### config.mk
export PLATFORM = sky130hd
export DESIGN_NAME = msg_rx_decoder_flat
export DESIGN_NICKNAME = d
export VERILOG_FILES = /design/src/rtl/msg_rx_decoder_if.sv /design/src/rtl/msg_rx_decoder.sv /design/src/flat_wrapper.sv
export SDC_FILE = /design/constraint.sdc
export NUM_CORES = 1
export LEC_CHECK = 0
export ABC_CLOCK_PERIOD_IN_PS = 4100
export CAP_MARGIN = 20
export CELL_PAD_IN_SITES_DETAIL_PLACEMENT = 0
export CELL_PAD_IN_SITES_GLOBAL_PLACEMENT = 2
export CORE_ASPECT_RATIO = 0.9
export CORE_MARGIN = 2
export CORE_UTILIZATION = 39
export CTS_CLUSTER_DIAMETER = 40
export DETAILED_ROUTE_END_ITERATION = 10
export GPL_ROUTABILITY_DRIVEN = 1
export GPL_TIMING_DRIVEN = 0
export PLACE_DENSITY_LB_ADDON = 0.25
export SETUP_SLACK_MARGIN = 0.15
export SKIP_CTS_REPAIR_TIMING = 1
export SLEW_MARGIN = 5
export SYNTH_ARGS = -nofsm -noshare
export SYNTH_HDL_FRONTEND = slang
export SYNTH_SLANG_ARGS = --single-unit
### constraint.sdc
create_clock -name clk_50M -period 4.1 [get_ports clk_50M]
set_clock_uncertainty 0.1 [all_clocks]
set_input_delay 0.82 -clock clk_50M [delete_from_list [all_inputs] [get_ports clk_50M]]
set_output_delay 0.82 -clock clk_50M [all_outputs]
set_load 0.03 [all_outputs]
### src/rtl/msg_rx_decoder_if.sv
// Byte/strobe input and decoded-flag output bundle of the UART command decoder.
interface msg_rx_decoder_if #(
    parameter int LOC_W = 2
) ();
    logic [7:0]       rx_msg;
    logic             rx_complete;
    logic             flag_clear;
    logic             EU_fault_flag;
    logic             CU_fault_flag;
    logic             RU_fault_flag;
    logic             switch_key;
    logic             pick_block_flag;
    logic [LOC_W-1:0] block_location;
    logic             msg_valid;
    logic             msg_error;

    modport master (
        output rx_msg, rx_complete, flag_clear,
        input  EU_fault_flag, CU_fault_flag, RU_fault_flag, switch_key,
               pick_block_flag, block_location, msg_valid, msg_error
    );

    modport slave (
        input  rx_msg, rx_complete, flag_clear,
        output EU_fault_flag, CU_fault_flag, RU_fault_flag, switch_key,
               pick_block_flag, block_location, msg_valid, msg_error
    );
endinterface

### src/rtl/msg_rx_decoder.sv
// Collects UART bytes into a bounded buffer up to the terminator, then decodes
// IFM fault and PBM pick-block frames into sticky flags with valid/error pulses.
//
// state   | meaning
// IDLE    | waiting for the first byte of a frame
// COLLECT | storing bytes until terminator or buffer full
// DISCARD | frame overflowed; skipping bytes until terminator
// DECODE  | one cycle: match buffer, update flags, pulse valid/error
// CLEAR   | one cycle: zero buffer and index
module msg_rx_decoder #(
    parameter int         MAX_LEN = 12,
    parameter logic [7:0] TERM    = 8'h23,
    parameter int         NUM_LOC = 4,
    parameter int         LOC_W   = 2
) (
    input  logic             clk_50M,
    input  logic             rst_n,
    msg_rx_decoder_if.slave  bus
);
    localparam int               IDX_W    = $clog2(MAX_LEN + 1);
    localparam logic [IDX_W-1:0] LAST_IDX = IDX_W'(MAX_LEN - 1);
    localparam logic [7:0]       SEP      = 8'h2D;
    localparam logic [7:0]       DIG_MAX  = 8'(8'h30 + NUM_LOC);

    typedef enum logic [2:0] {S_IDLE, S_COLLECT, S_DISCARD, S_DECODE, S_CLEAR} state_t;

    state_t             state_q, state_d;
    logic [7:0]         buf_q [MAX_LEN];
    logic [7:0]         buf_d [MAX_LEN];
    logic [IDX_W-1:0]   idx_q, idx_d;
    logic               eu_q, eu_d, cu_q, cu_d, ru_q, ru_d, sk_q, sk_d, pick_q, pick_d;
    logic [LOC_W-1:0]   loc_q, loc_d;
    logic               valid_q, valid_d, error_q, error_d, drop_q, drop_d;

    logic               tail_ifm, tail_pbm, is_ifm, is_pbm;
    logic               ifm_e, ifm_c, ifm_r, frame_ok, dec;
    logic [7:0]         loc_full;

    // Bytes past the frame's own length must still be zero from CLEAR.
    always_comb begin
        tail_ifm = 1'b1;
        tail_pbm = 1'b1;
        for (int i = 8; i < MAX_LEN; i++)
            if (buf_q[i] != 8'h00) tail_ifm = 1'b0;
        for (int i = 11; i < MAX_LEN; i++)
            if (buf_q[i] != 8'h00) tail_pbm = 1'b0;
    end

    always_comb begin
        is_ifm = (buf_q[0] == "I") && (buf_q[1] == "F") && (buf_q[2] == "M") &&
                 (buf_q[3] == SEP) && (buf_q[5] == "U") && (buf_q[6] == SEP) &&
                 (buf_q[7] == TERM) && tail_ifm;
        ifm_e  = is_ifm && (buf_q[4] == "E");
        ifm_c  = is_ifm && (buf_q[4] == "C");
        ifm_r  = is_ifm && (buf_q[4] == "R");
        is_pbm = (buf_q[0] == "P") && (buf_q[1] == "B") && (buf_q[2] == "M") &&
                 (buf_q[3] == SEP) && (buf_q[4] == "S") && (buf_q[5] == "U") &&
                 (buf_q[6] == SEP) && (buf_q[7] == "B") &&
                 (buf_q[8] >= 8'h31) && (buf_q[8] <= DIG_MAX) &&
                 (buf_q[9] == SEP) && (buf_q[10] == TERM) && tail_pbm;
        frame_ok = ifm_e || ifm_c || ifm_r || is_pbm;
        loc_full = buf_q[8] - 8'h31;
        dec      = (state_q == S_DECODE);
    end

    // A set in the same cycle as flag_clear wins over the clear.
    always_comb begin
        eu_d   = (dec && ifm_e) || (eu_q && !bus.flag_clear);
        cu_d   = (dec && ifm_c) || (cu_q && !bus.flag_clear);
        ru_d   = (dec && ifm_r) || (ru_q && !bus.flag_clear);
        sk_d   = (dec && (ifm_e || ifm_c || ifm_r)) || (sk_q && !bus.flag_clear);
        pick_d = (dec && is_pbm) || (pick_q && !bus.flag_clear);
        loc_d  = loc_q;
        if (dec && is_pbm)        loc_d = loc_full[LOC_W-1:0];
        else if (bus.flag_clear)  loc_d = '0;
    end

    always_comb begin
        state_d = state_q;
        buf_d   = buf_q;
        idx_d   = idx_q;
        drop_d  = 1'b0;
        valid_d = 1'b0;
        error_d = drop_q;
        case (state_q)
            S_IDLE: if (bus.rx_complete) begin
                buf_d[0] = bus.rx_msg;
                idx_d    = IDX_W'(1);
                state_d  = (bus.rx_msg == TERM) ? S_DECODE : S_COLLECT;
            end
            S_COLLECT: if (bus.rx_complete) begin
                buf_d[idx_q] = bus.rx_msg;
                idx_d        = idx_q + IDX_W'(1);
                if (bus.rx_msg == TERM)   state_d = S_DECODE;
                else if (idx_q == LAST_IDX) state_d = S_DISCARD;
            end
            S_DISCARD: if (bus.rx_complete && (bus.rx_msg == TERM)) begin
                error_d = 1'b1;
                state_d = S_CLEAR;
            end
            S_DECODE: begin
                valid_d = frame_ok;
                error_d = !frame_ok;
                drop_d  = bus.rx_complete;
                state_d = S_CLEAR;
            end
            S_CLEAR: begin
                for (int i = 0; i < MAX_LEN; i++) buf_d[i] = 8'h00;
                idx_d   = '0;
                drop_d  = bus.rx_complete;
                state_d = S_IDLE;
            end
            default: state_d = S_IDLE;
        endcase
    end

    always_ff @(posedge clk_50M) begin
        if (!rst_n) begin
            state_q <= S_IDLE;
            for (int i = 0; i < MAX_LEN; i++) buf_q[i] <= 8'h00;
            idx_q   <= '0;
            eu_q    <= 1'b0;
            cu_q    <= 1'b0;
            ru_q    <= 1'b0;
            sk_q    <= 1'b0;
            pick_q  <= 1'b0;
            loc_q   <= '0;
            valid_q <= 1'b0;
            error_q <= 1'b0;
            drop_q  <= 1'b0;
        end else begin
            state_q <= state_d;
            buf_q   <= buf_d;
            idx_q   <= idx_d;
            eu_q    <= eu_d;
            cu_q    <= cu_d;
            ru_q    <= ru_d;
            sk_q    <= sk_d;
            pick_q  <= pick_d;
            loc_q   <= loc_d;
            valid_q <= valid_d;
            error_q <= error_d;
            drop_q  <= drop_d;
        end
    end

    assign bus.EU_fault_flag   = eu_q;
    assign bus.CU_fault_flag   = cu_q;
    assign bus.RU_fault_flag   = ru_q;
    assign bus.switch_key      = sk_q;
    assign bus.pick_block_flag = pick_q;
    assign bus.block_location  = loc_q;
    assign bus.msg_valid       = valid_q;
    assign bus.msg_error       = error_q;
endmodule

### src/flat_wrapper.sv
// flat-port wrapper written by rule: the top's interface ports become plain ports
module msg_rx_decoder_flat 
#(
    parameter int         MAX_LEN = 12,
    parameter logic [7:0] TERM    = 8'h23,
    parameter int         NUM_LOC = 4,
    parameter int         LOC_W   = 2
)
  (clk_50M, rst_n, bus_rx_msg, bus_rx_complete, bus_flag_clear, bus_EU_fault_flag, bus_CU_fault_flag, bus_RU_fault_flag, bus_switch_key, bus_pick_block_flag, bus_block_location, bus_msg_valid, bus_msg_error);
  msg_rx_decoder_if #(.LOC_W(LOC_W)) bus_i ();
  input  logic clk_50M;
  input  logic rst_n;
  input wire logic [$bits(bus_i.rx_msg)-1:0] bus_rx_msg;
  input wire logic [$bits(bus_i.rx_complete)-1:0] bus_rx_complete;
  input wire logic [$bits(bus_i.flag_clear)-1:0] bus_flag_clear;
  output wire logic [$bits(bus_i.EU_fault_flag)-1:0] bus_EU_fault_flag;
  output wire logic [$bits(bus_i.CU_fault_flag)-1:0] bus_CU_fault_flag;
  output wire logic [$bits(bus_i.RU_fault_flag)-1:0] bus_RU_fault_flag;
  output wire logic [$bits(bus_i.switch_key)-1:0] bus_switch_key;
  output wire logic [$bits(bus_i.pick_block_flag)-1:0] bus_pick_block_flag;
  output wire logic [$bits(bus_i.block_location)-1:0] bus_block_location;
  output wire logic [$bits(bus_i.msg_valid)-1:0] bus_msg_valid;
  output wire logic [$bits(bus_i.msg_error)-1:0] bus_msg_error;
  assign bus_i.rx_msg = bus_rx_msg;
  assign bus_i.rx_complete = bus_rx_complete;
  assign bus_i.flag_clear = bus_flag_clear;
  assign bus_EU_fault_flag = bus_i.EU_fault_flag;
  assign bus_CU_fault_flag = bus_i.CU_fault_flag;
  assign bus_RU_fault_flag = bus_i.RU_fault_flag;
  assign bus_switch_key = bus_i.switch_key;
  assign bus_pick_block_flag = bus_i.pick_block_flag;
  assign bus_block_location = bus_i.block_location;
  assign bus_msg_valid = bus_i.msg_valid;
  assign bus_msg_error = bus_i.msg_error;
  msg_rx_decoder #(.MAX_LEN(MAX_LEN), .TERM(TERM), .NUM_LOC(NUM_LOC), .LOC_W(LOC_W)) u_core (.clk_50M(clk_50M), .rst_n(rst_n), .bus(bus_i));
endmodule
==> results.json <==
{
  "cts_buffer_depth": 2,
  "wire_per_inst_um": 19.38,
  "vdd.ir_drop.worst_mv": 0.3443,
  "layout.cells.non_filler": 794,
  "cp_max_fo": 10,
  "arrival_ns": 3.05,
  "crit_type": "in2reg",
  "path_clk_slew_ns": 0.05,
  "reg2reg_depth": 7,
  "yosys_most_used_dff": "dfxtp_1",
  "end_kind": "flip-flop",
  "power.leakage_nw": 1.864,
  "crit_slowest_cell": "nor3b_1",
  "drv_cap": 0,
  "vias": 4431,
  "yosys-top-cells-area": "dfxtp_1 48%, nand3_1 11%, a21oi_1 9.4%, nand2_1 7.0%, clkbuf_1 3.6%",
  "die_x_um": 120.4,
  "track_usage_pct": 24.92,
  "crit_path_max_incr_delay_ns": 0.67,
  "register_area_mm2": 0.002262,
  "grt_antenna_before_repair": 0,
  "final.setup.tns_ns": 0,
  "nFillCells": 1237,
  "drcViolationCount": 0,
  "ant_nets": 0,
  "grt-ovfl-total": 0,
  "timing.critical_path.depth": 7,
  "synth_edf_count": 0,
  "crit_family": "simple AND/OR/NAND/NOR gates",
  "cp.buffers_inverters": 3,
  "drv_slew": 0,
  "wl_um": 15390,
  "grt_max_degree": 17,
  "grt_first_pass_wirelength_um": 24200,
  "clk_latency_ns": 0.41,
  "whs_path_depth": 2,
  "drt-met1-wl_um": 7407,
  "max_freq_ghz": 0.3559,
  "via_per_inst": 5.581,
  "gp_congestion": 0.8228,
  "synth_common_cells": "113 x dfxtp_1, 101 x nand3_1, 89 x a21oi_1, 89 x nand2_1, 45 x clkbuf_1",
  "post-route-min-period_ns": 2.810,
  "num_rows": 38,
  "hold_path_class": "reg2reg",
  "cts_inserted_buffers": 17,
  "tritoncts": "yes",
  "firstDrtPassIters": 5,
  "routed-wl-met2_um": 6828,
  "yosys.cell_count.top_type": "dfxtp_1",
  "drt-initial-drc-count": 372,
  "syn_area_per_cell_um2": 8.151,
  "yosysSeqAreaShare_pct": 47.60,
  "place_hpwl_um": 10750,
  "syn_nets": 602,
  "power_mw": 2.720,
  "initial_utilization_pct": 39.66,
  "final_hold_viol_count": 0,
  "multi_input_area_mm2": 0.002291,
  "syn_inst": 583,
  "worstPathRequired_ns": 4.34,
  "cp-start-kind": "input port",
  "yosys_warnings": 0,
  "netlist_area_mm2": 0.004752,
  "num_io_pins": 21,
  "die_area_mm2": 0.01309,
  "diodes": 0,
  "ys_types": 40,
  "grt_pass1_vias": 4155,
  "fin_nets": 642,
  "area_growth_syn_to_layout_pct": 20.85,
  "period_share_pct": 68.54,
  "worstMarginPinSlew_ns": 0.9765,
  "maxUsedRoutingLayer": "met4",
  "synth_top_area_share_pct": 47.60,
  "placed_cells": 764,
  "numPortBuffers": 19,
  "worstPathCellList": "clkbuf_1 -> nand4bb_1 -> nor3b_1 -> buf_2 -> clkbuf_1 -> nand3_1 -> a21oi_1",
  "route.met3.wl_um": 909,
  "setup_viol": 0,
  "status": "finished clean",
  "htree_levels": 4,
  "core_mm2": 0.01198,
  "slew_headroom_pct": 34.40,
  "async_flop_share_pct": 0,
  "powerDensity_mw_per_mm2": 473.7,
  "layout-drive-gt1-share_pct": 5.994,
  "die_h_um": 108.7,
  "synth_top_area_cell": "dfxtp_1",
  "cts.sinks": 113,
  "rsz0062_at_grt": "no",
  "cts_root_buffer": "clkbuf_16",
  "ys_ff_latch": 113,
  "cpMostUsedCell": "clkbuf_1"
}
-- path summary, 6_finish.rpt --
check	endpoint	slack, ns	startpoint
hold / removal	u_core.buf_q[77]	0.35	u_core.buf_q[77]
setup reg to reg	u_core.buf_q[51]	1.43	u_core.state_q[1]
hold reg to reg	u_core.buf_q[77]	0.35	u_core.buf_q[77]
setup / recovery	u_core.buf_q[51]	1.29	bus_rx_complete
-- layer usage --
metal | vias up | global-route usage (%)
li1 | 2160 | -
met1 | 2115 | 34.90
met2 | 136 | 38.35
met3 | 20 | 5.544
met4 | 0 | 7.973
met5 | - | 0
-- logic make-up (layout without fill, tap and decap cells) --
group,Yosys count,in the layout,share of synthesized area (%)
simple gates,289,289,31.28
compound gates,113,113,13.45
flops,113,113,47.60
buf+inv,53,104,4.186
fa+ha+maj,7,7,1.843
mux,6,6,1.264
xor+xnor,2,2,0.3687
-- cell type report --
class,count,area share [%]
Clock inverter,5,1.307
Multi-Input combinational cell,417,39.89
Inverter,8,0.5229
Tap cell,160,3.486
Buffer,45,2.941
Sequential cell,113,39.39
Clock buffer,25,8.976
Timing Repair Buffer,21,3.486
-- power by group --
| group | total [mW] | switching (mW) | internal, mW |
|---|---|---|---|
| sequential | 1.12 | 0.00760 | 1.11 |
| clock | 1.48 | 0.499 | 0.981 |
| combinational | 0.125 | 0.0938 | 0.0311 |
| total | 2.72 | 0.600 | 2.12 |
-- flip-flops by register name, indices dropped and copies added (netlist names) --
| signal | flops |
|---|---|
| u_core.buf_q | 96 |
| u_core.idx_q | 4 |
| u_core.state_q | 3 |
| u_core.bus.block_location | 2 |
| u_core.bus.CU_fault_flag | 1 |
| u_core.bus.EU_fault_flag | 1 |
| u_core.bus.RU_fault_flag | 1 |
| u_core.bus.msg_error | 1 |
| u_core.bus.msg_valid | 1 |
| u_core.bus.pick_block_flag | 1 |
| u_core.bus.switch_key | 1 |
| u_core.drop_q | 1 |
-- worst register-to-register path, stage by stage (launching register included) --
cell and delay [ns]:
dfxtp_1 0.31, clkbuf_1 0.21, nand4bb_1 0.32, nor3b_1 0.67, buf_2 0.28, clkbuf_1 0.40, nand3_1 0.16, a21oi_1 0.15
-- cells in the final DEF (no fill, tap or decap), types with 6 or more instances in the layout --
master           instances
nand4_1                  8
nor4bb_1                 7
a22oi_1                  8
inv_1                    8
nand2_1                 89
a21oi_1                 89
nor2_1                  28
clkdlybuf4s50_1         19
mux2i_1                  6
nand2b_1                 7
nor4b_1                 11
clkbuf_8                 6
nand3_1                101
nor4_1                  10
clkbuf_1                47
ha_1                     7
clkbuf_16               17
dfxtp_1                113
-- through the flow --
stage / hold WS [ns] / util, % / cell area (µm²) / worst slack [ns]
global route: 0.3666 / 47.93 / 5743 / 1.051
floorplan: 0.3312 / - / 4752 / 1.521
CTS: 0.3509 / 47.93 / 5743 / 1.314
global placement: 0.3351 / 42.92 / 5142 / 0.4746
detailed placement: 0.3438 / 43.00 / 5152 / 0.9031
finish: 0.3495 / 47.93 / 5743 / 1.290
No activity file was read; power rests on OpenSTA's default activity.
